[config.mk]
export PLATFORM = sky130hd
export DESIGN_NAME = scene_int_ctl
export DESIGN_NICKNAME = d
export VERILOG_FILES = /design/src/rtl/scene_int_ctl_pkg.sv /design/src/rtl/scene_int_ctl_fifo.sv /design/src/rtl/scene_int_ctl.sv
export SDC_FILE = /design/constraint.sdc
export NUM_CORES = 1
export LEC_CHECK = 0
export ABC_AREA = 1
export CAP_MARGIN = 20
export CORE_ASPECT_RATIO = 0.75
export CORE_UTILIZATION = 25
export CTS_CLUSTER_DIAMETER = 150
export DETAILED_ROUTE_END_ITERATION = 16
export GPL_TIMING_DRIVEN = 0
export HOLD_SLACK_MARGIN = 0.05
export SYNTH_ARGS = -nofsm -noshare
export SYNTH_HDL_FRONTEND = slang
export SYNTH_SLANG_ARGS = --single-unit
[constraint.sdc]
create_clock -name clk -period 16 [get_ports clk]
set_input_delay 3.2 -clock clk [delete_from_list [all_inputs] [get_ports clk]]
set_output_delay 3.2 -clock clk [all_outputs]
set_load 0.03 [all_outputs]
[src/rtl/scene_int_ctl_pkg.sv]
// rtl/scene_int_ctl_pkg.sv - shared raytracer types and defaults for the scene intersection controller
package scene_int_ctl_pkg;

    typedef logic [31:0] float_t;
    typedef logic [7:0]  rayID_t;

    typedef struct packed {
        float_t orig_x;
        float_t orig_y;
        float_t orig_z;
        float_t dir_x;
        float_t dir_y;
        float_t dir_z;
    } prg_ray_t;

    localparam int SI_LAT_DEF     = 48;
    localparam int FIFO_DEPTH_DEF = 16;

    // Result entry layout: {rayID, tmin, tmax, miss}
    localparam int RES_W = $bits(rayID_t) + 2 * $bits(float_t) + 1;

endpackage

[src/rtl/scene_int_ctl_fifo.sv]
// rtl/scene_int_ctl_fifo.sv - si_res_fifo: circular FIFO with combinational head and counted occupancy
module si_res_fifo #(
    parameter int DEPTH = 16,
    parameter int WIDTH = 8
) (
    input  logic                           clk,
    input  logic                           rst,
    input  logic                           push,
    input  logic [WIDTH-1:0]               push_data,
    input  logic                           pop,
    output logic [WIDTH-1:0]               head_data,
    output logic [$clog2(DEPTH+1)-1:0]     count
);

    localparam int PW = (DEPTH > 1) ? $clog2(DEPTH) : 1;
    localparam int CW = $clog2(DEPTH + 1);

    logic [WIDTH-1:0] mem [DEPTH];
    logic [PW-1:0]    wr_ptr;
    logic [PW-1:0]    rd_ptr;
    logic             do_push;
    logic             do_pop;

    function automatic logic [PW-1:0] next_ptr(input logic [PW-1:0] p);
        return (p == PW'(DEPTH - 1)) ? '0 : p + 1'b1;
    endfunction

    // A full FIFO still accepts a push when the head leaves in the same cycle.
    assign do_pop  = pop && (count != '0);
    assign do_push = push && ((count < CW'(DEPTH)) || do_pop);

    always_ff @(posedge clk or negedge rst) begin
        if (!rst) begin
            wr_ptr <= '0;
            rd_ptr <= '0;
            count  <= '0;
        end else begin
            if (do_push) begin
                wr_ptr <= next_ptr(wr_ptr);
            end
            if (do_pop) begin
                rd_ptr <= next_ptr(rd_ptr);
            end
            count <= count + CW'(do_push) - CW'(do_pop);
        end
    end

    always_ff @(posedge clk) begin
        if (do_push) begin
            mem[wr_ptr] <= push_data;
        end
    end

    assign head_data = mem[rd_ptr];

endmodule

[src/rtl/scene_int_ctl.sv]
// rtl/scene_int_ctl.sv - issues rays to scene_int_pl in X/Y/Z phases and collects results under credit flow control
module scene_int_ctl
    import scene_int_ctl_pkg::*;
#(
    parameter int SI_LAT     = SI_LAT_DEF,
    parameter int FIFO_DEPTH = FIFO_DEPTH_DEF
) (
    input  logic     clk,
    input  logic     rst,
    input  prg_ray_t ray_in,
    input  rayID_t   rayID_in,
    input  logic     isShadow_in,
    input  logic     ray_in_valid,
    output logic     ray_in_ready,
    output prg_ray_t si_ray,
    output logic     si_v0,
    output logic     si_v1,
    output logic     si_v2,
    output logic     si_isShadow,
    input  float_t   si_tmin,
    input  float_t   si_tmax,
    input  logic     si_miss,
    output logic     out_valid,
    input  logic     out_ready,
    output rayID_t   out_rayID,
    output float_t   out_tmin,
    output float_t   out_tmax,
    output logic     out_miss
);

    localparam int CW = $clog2(FIFO_DEPTH + 1);

    typedef enum logic [2:0] {IDLE, X, Y, Z, TAIL} state_t;

    state_t             state;
    state_t             state_nxt;
    logic [CW-1:0]      inflight;
    logic [CW-1:0]      fifo_count;
    logic [CW:0]        credit_sum;
    logic               credit_ok;
    logic               accept;
    logic               capture;
    logic [SI_LAT-1:0]  tok;
    rayID_t             held_id;
    rayID_t             head_id;
    logic [RES_W-1:0]   res_head;

    // Every ray already issued owns a FIFO slot, so capture never meets a full FIFO.
    assign credit_sum = {1'b0, inflight} + {1'b0, fifo_count};
    assign credit_ok  = credit_sum < (CW+1)'(FIFO_DEPTH);
    assign accept     = ray_in_valid && ray_in_ready;

    always_ff @(posedge clk or negedge rst) begin
        if (!rst) begin
            state <= IDLE;
        end else begin
            state <= state_nxt;
        end
    end

    always_comb begin
        state_nxt    = state;
        ray_in_ready = 1'b0;
        si_v0        = 1'b0;
        si_v1        = 1'b0;
        si_v2        = 1'b0;
        unique case (state)
            IDLE: begin
                ray_in_ready = rst && credit_ok;
                if (ray_in_valid && ray_in_ready) begin
                    state_nxt = X;
                end
            end
            X: begin
                si_v0     = 1'b1;
                state_nxt = Y;
            end
            Y: begin
                si_v1     = 1'b1;
                state_nxt = Z;
            end
            Z: begin
                si_v2     = 1'b1;
                state_nxt = TAIL;
            end
            TAIL: begin
                ray_in_ready = rst && credit_ok;
                state_nxt    = (ray_in_valid && ray_in_ready) ? X : IDLE;
            end
            default: state_nxt = IDLE;
        endcase
    end

    always_ff @(posedge clk) begin
        if (accept) begin
            si_ray      <= ray_in;
            si_isShadow <= isShadow_in;
            held_id     <= rayID_in;
        end
    end

    // Token marks the cycle scene_int_pl presents the ray issued SI_LAT cycles earlier.
    always_ff @(posedge clk or negedge rst) begin
        if (!rst) begin
            tok <= '0;
        end else begin
            tok <= {tok[SI_LAT-2:0], si_v0};
        end
    end

    assign capture = tok[SI_LAT-1];

    si_res_fifo #(
        .DEPTH (FIFO_DEPTH),
        .WIDTH ($bits(rayID_t))
    ) u_id_q (
        .clk       (clk),
        .rst       (rst),
        .push      (si_v0),
        .push_data (held_id),
        .pop       (capture),
        .head_data (head_id),
        .count     (inflight)
    );

    si_res_fifo #(
        .DEPTH (FIFO_DEPTH),
        .WIDTH (RES_W)
    ) u_res_fifo (
        .clk       (clk),
        .rst       (rst),
        .push      (capture),
        .push_data ({head_id, si_tmin, si_tmax, si_miss}),
        .pop       (out_ready),
        .head_data (res_head),
        .count     (fifo_count)
    );

    assign out_valid = (fifo_count != '0);
    assign {out_rayID, out_tmin, out_tmax, out_miss} = res_head;

endmodule

Word-level counts from Yosys, hierarchy flattened
Memories as Yosys holds them, arrays and structs flattened. Index checks and enable logic that the tools add are counted.

Register bits: 278. RAM bits: 1296. Output and inout port bits: 271. Logic and storage cells: 67. Memories: 2.

Add/sub/neg operators: 9. Order comparisons: 3. Equal/unequal tests: 9. Muxes and demuxes: 15. Reduce and logical (&&, ||, !) cells: 13.

Memories: u_res_fifo.mem (words 16, width 73, read ports 1, clocked after Yosys merged registers in 0, wr ports 1, RTL line scene_int_ctl_fifo.sv:18) `logic [WIDTH-1:0] mem [DEPTH];`; u_id_q.mem (words 16, width 8, read ports 1, clocked after Yosys merged registers in 0, wr ports 1, RTL line scene_int_ctl_fifo.sv:18).

Operators with widths (count): 4-bit by 1-bit adder with 4-bit output, second input constant (4); 4-bit equality test, second input constant (4); 4-bit 2-to-1 mux (4); 3-bit case mux with 5 select lines (1); 5-bit by 1-bit adder with 5-bit output (2); 5-bit less-than comparator, second input constant (2); 5-bit nonzero test (2); 5-bit by 1-bit subtractor with 5-bit output (2); 1-bit 2-to-1 mux (9); 1-bit logical AND (7); 5-bit by 5-bit adder with 6-bit output (1); 3-bit by 2-bit equality test with 1-bit output, second input constant (2); 6-bit by 5-bit less-than comparator with 1-bit output, second input constant (1); 3-bit by 1-bit equality test with 1-bit output, second input constant (1); 3-bit equality test, second input constant (1); 3-bit logical NOT (1); 3-bit 2-to-1 mux (1); 1-bit logical OR (2); 2-bit inequality test, second input constant (1); 2-bit OR reduction (1).

Depth between registers and ports, before layout
Gate-level depths: netlist of the first run.

Depth in word-level cells: 6. Gate-level depth with buffers: 13. Gate-level depth less buffers: 13.

By module
A second synthesis of the first run with hierarchy kept.

Cells, all modules: 5975. Area total of the unflattened synthesis: 65372.7 um^2.

Modules (own cells, without submodules): si_res_fifo at u_res_fifo (times used 1, cells an instance 5087, area an instance 51619.5 um^2); scene_int_ctl (times used 1, cells an instance 284, area an instance 7499.7 um^2); si_res_fifo at u_id_q (times used 1, cells an instance 604, area an instance 6253.5 um^2).

Least setup slack after synthesis of the first run
No wires, ideal clock.

Path kind: input -> register. From: in rst. To: reg held_id[0], enable pin. Library setup time: 0.552 ns. Arrival: 7.478 ns. Data required time: 15.448 ns. Slack: 7.970 ns. Stages on the path: 4. Path buffers: 0. Path through: inv_1 > nor4_1 > nand3_1 > inv_1.

Longest elaborated chain between the ends: 3.

Ends and longest elaborated chain: from (decl) (RTL line scene_int_ctl.sv:9) `input logic rst,`; 1-bit logical AND (RTL line scene_int_ctl.sv:69, scene_int_ctl.sv:87); 1-bit 2-to-1 mux; 1-bit logical AND (RTL line scene_int_ctl.sv:51) `assign accept = ray_in_valid && ray_in_ready;`; net accept (RTL line scene_int_ctl.sv:41) `logic accept;`; to (signal assigned) (RTL line scene_int_ctl.sv:98) `held_id <= rayID_in;`; to (decl) (RTL line scene_int_ctl.sv:44) `rayID_t held_id;`.

The timed path passes the listed nets, and every way through them passes these cells. A chain may end at the register's enable or synchronous reset.

Final worst setup path of the first run
From: in rst. To: out ray_in_ready.

Longest elaborated chain between the ends: 2.

Ends and longest elaborated chain: 1-bit logical AND (RTL line scene_int_ctl.sv:69, scene_int_ctl.sv:87); 1-bit 2-to-1 mux; to (decl) (RTL line scene_int_ctl.sv:14) `output logic ray_in_ready,`.

No other way between the ends.

==> summary.txt, run 1 <==
Status: finished clean
Synthesized net count: 6047
Core Rows: 160
Worst R2R Start: u_id_q.count[4]$_DFF_PN0_
Post-DRT Antenna Nets: 0
Endpoints failing setup: 0
Library cells used by synthesis: 30
CTS Buf Count: 170
Cts hold-fix bufs: 0
Core box area: 254000 um^2
Fin area: 80200 um^2
Grt ovf: 0
Iteration-0 DRC Markers: 3985
Initial Utilization: 25.2%
Gate Count Post-Synth: 5749
WP buf/inv: 4
Power per cell area: 160 nW/um^2
Resized Gates After CTS: 0
Input/output buffers: 540
Fin. Hold Viols: 0
Clk sinks: 1574
Fraction of layout cells with a size suffix above 1: 7.87%
GP Congestion: 0.915
Routed vias/inst: 4.22
Final Cycle Share: 52.9%
Critical path required time: 12.80 ns
First-pass GRT wire length: 286000 um
Slowest-stage cell, CP: clkdlybuf4s50_1
DR vias: 42400
Initial antenna violation count: 53
TritonRoute pass-1 iters: 5
PnR worst setup slack: 7.54 ns
Post-Route WL: 200000 um
Worst setup SP type: primary input
Post-Route Skew: 0.0468 ns
Hold path start: tok[9]$_DFF_PN0_
Max_slew headroom: 38.3%
CTS Root Cell: clkbuf_16
Pin count of the biggest net entering global routing: 127
Final core utilization: 31.5%
Placed cell areas: 74800 um^2
Crit-path cells: buf_4, buf_16, inv_1, nor4_1, nand2_1, nor2_1, clkdlybuf4s50_1
Post-CTS setup buffer count: 0
Slowest Stage Delay on Critical Path: 0.69 ns
All-Layer GR Usage: 15.1%
Vias in the first global route: 41100
Maximum vdd drop: 0.121 mV
H-tree levels: 4
Sequential fraction of the synthesis area: 73.0%
Seq. cell area: 46900 um^2
Clock Tree Buf Depth: 4
Slew Limit Fails: 0
WL/cell: 20.0 um
Post-synth EDFFs: 1497
Crit-path max FO: 70
LEAKAGE: 32.5 nW
Clk Latency, worst-skew pair: 0.83 ns
Multi-input logic area: 12800 um^2
Min-delay worst type: reg2reg
DRC errors left: 0
Nets: 6797
Post-Place Setup Slack: 7.30 ns
Fillers: 25200
CTS tree: done
Crit Path Class: in2out
Vert. Die Dim: 441 um
# IOs: 541
Crit. Startpoint: rst
Clock transition at path regs: 0.05 ns
MaxCap Viol Count: 0
Die Area: 259000 um^2
Dominant synthesized flop cell: edfxtp_1
Top cell family by delay on the critical path: buffers and inverters
Synth Warn #: 0
RSZ-0062 raised after global routing: false
Syn_area_per_cell: 11.2 um^2
Die W: 587 um
Highest Clock Rate: 0.118 GHz
DP HPWL: 148000 um
Cell Area, Synth: 64200 um^2
Crit path arrival time: 5.26 ns
Synthesis-to-layout area growth: 24.8%
Slew @ Worst Pin: 0.923 ns
Min cycle time layout: 8.46 ns
Yosys reg bits: 1574
Critical path endpoint category: output pin
Ys async rst share: 4.89%
Final TNS setup: 0 ns
==> kinds of logic after synthesis <==
group / Yosys count / share of synthesized area [%]
DFF: 1574 / 73.0
AOI/OAI and AO/OA: 69 / 0.586
xor gates and xnor gates: 11 / 0.150
adders and majority gates: 28 / 0.569
buffers and inverters: 1117 / 7.21
and+or+nand+nor: 2950 / 18.5
==> placed cells by master (no fill, tap or decap), drive strengths merged <==
cell	instances
ha	26
nand3	634
bufinv	15
a21oi	23
clkinv	62
fa	2
xnor2	2
buf	269
edfxtp	1497
nor2	110
diode	12
inv	867
nor3	3
nor4	1
a31oi	1
o21ai	37
nand2	2200
xor2	9
dfrtp	77
clkdlybuf4s50	539
clkbuf	234
nand4	2
clkinvlp	5
o211ai	8
==> registers in the layout, summed over array words and instances, names as in the netlist <==
signal,count
u_res_fifo.mem,1168
si_ray,192
u_id_q.mem,128
tok,48
held_id,8
u_id_q.count,5
u_res_fifo.count,5
u_id_q.rd_ptr,4
u_id_q.wr_ptr,4
u_res_fifo.rd_ptr,4
u_res_fifo.wr_ptr,4
state,3
si_isShadow,1
==> final timing paths <==
path,to,slack [ns],cells past startpoint
max,ray_in_ready,7.54,7
max reg2reg,si_ray[57]$_DFFE_PP_,12.72,5
min reg2reg,tok[10]$_DFF_PN0_,0.35,0
max in group asynchronous,u_res_fifo.rd_ptr[2]$_DFFE_PN0P_,13.17,2
min,tok[10]$_DFF_PN0_,0.35,0
min in group asynchronous,u_id_q.rd_ptr[1]$_DFFE_PN0P_,2.23,1
==> area by class of cell <==
cell class / count / share of cell area, %
antenna: 12 / 0.0375
buffer: 256 / 1.75
clock buffer: 208 / 5.55
clock inverter: 88 / 1.08
inverter: 861 / 4.05
multi-input combinational: 3058 / 16.0
sequential: 1574 / 58.5
tap: 3402 / 5.31
timing repair buffer: 578 / 7.74
==> stage by stage <==
stage	hold slack, ns	total power [mW]	cells
after floorplan	0.331	7.25	5749
after global placement	0.337	9.11	9691
after detailed placement	0.335	9.14	9729
after CTS	0.344	13.0	10000
after global routing	0.354	13.5	10000
final	0.346	12.8	10000
==> cell usage after synthesis, types with 2 or more instances <==
| master | count | area share [%] |
|---|---|---|
| xor2_1 | 9 | 0.12 |
| edfxtp_1 | 1497 | 70 |
| a21oi_1 | 23 | 0.18 |
| nand3_1 | 634 | 4.9 |
| nand2_1 | 2199 | 13 |
| o21ai_0 | 24 | 0.19 |
| o21ai_1 | 12 | 0.093 |
| inv_2 | 4 | 0.023 |
| buf_4 | 38 | 0.44 |
| fa_1 | 2 | 0.062 |
| inv_1 | 853 | 5.0 |
| clkbuf_1 | 26 | 0.15 |
| nor3_1 | 3 | 0.023 |
| clkinv_1 | 3 | 0.018 |
| buf_1 | 12 | 0.070 |
| buf_2 | 169 | 1.3 |
| xnor2_1 | 2 | 0.027 |
| nand4_1 | 2 | 0.019 |
| buf_6 | 11 | 0.19 |
| dfrtp_1 | 77 | 3.0 |
| nor2_1 | 108 | 0.63 |
| ha_1 | 26 | 0.51 |
| o211ai_1 | 8 | 0.093 |
==> worst register-to-register path, delay by kind of cell, from the launching register on <==
family                   cells  cell delay [ns]
adder cells (fa/ha/maj)      1             0.31
AND/OR/NAND/NOR              2             0.89
flip-flops                   1             0.42
buffers and inverters        2             1.04
==> report_power, final <==
part	leakage, nW	total, mW	internal [mW]	switching [mW]
Sequential	14.5	4.81	4.72	0.0911
Clock	2.60	3.84	2.22	1.62
Combinational	15.4	4.19	1.26	2.93
==> routing by layer <==
layer | part of all wire (%) | vias to the layer above | track usage [%]
met3 | 7.8 | 345 | 3.58
met2 | 47 | 1604 | 25.3
met5 | 0.13 | - | 0
met1 | 41 | 20300 | 18.9
li1 | - | 20100 | -
met4 | 4.1 | 40 | 5.88
(Power assumes the default switching activity.)
==> run 2: changes to the inputs <==
==> constraint.sdc (replaced) <==
create_clock -name clk -period 7.2 [get_ports clk]
set_input_delay 1.44 -clock clk [delete_from_list [all_inputs] [get_ports clk]]
set_output_delay 1.44 -clock clk [all_outputs]
set_load 0.03 [all_outputs]
==> results of run 2 <==
Same layout as run 1 (identical final DEF). Status: finished clean.
Main changes from that run: setup slack after placement 7.30 ns -> 2.02 ns; clock-pin slew on the worst setup and hold paths 0.05 ns -> 0.06 ns; setup slack after layout 7.54 ns -> 1.59 ns; start point of the critical path rst -> u_res_fifo.rd_ptr[1]$_DFFE_PN0P_; end point of the critical path ray_in_ready -> out_tmin[31]; register-to-register setup slack 12.72 ns -> 3.92 ns; total power 12.8 mW -> 28.5 mW; worst IR drop on VDD 0.121 mV -> 0.268 mV
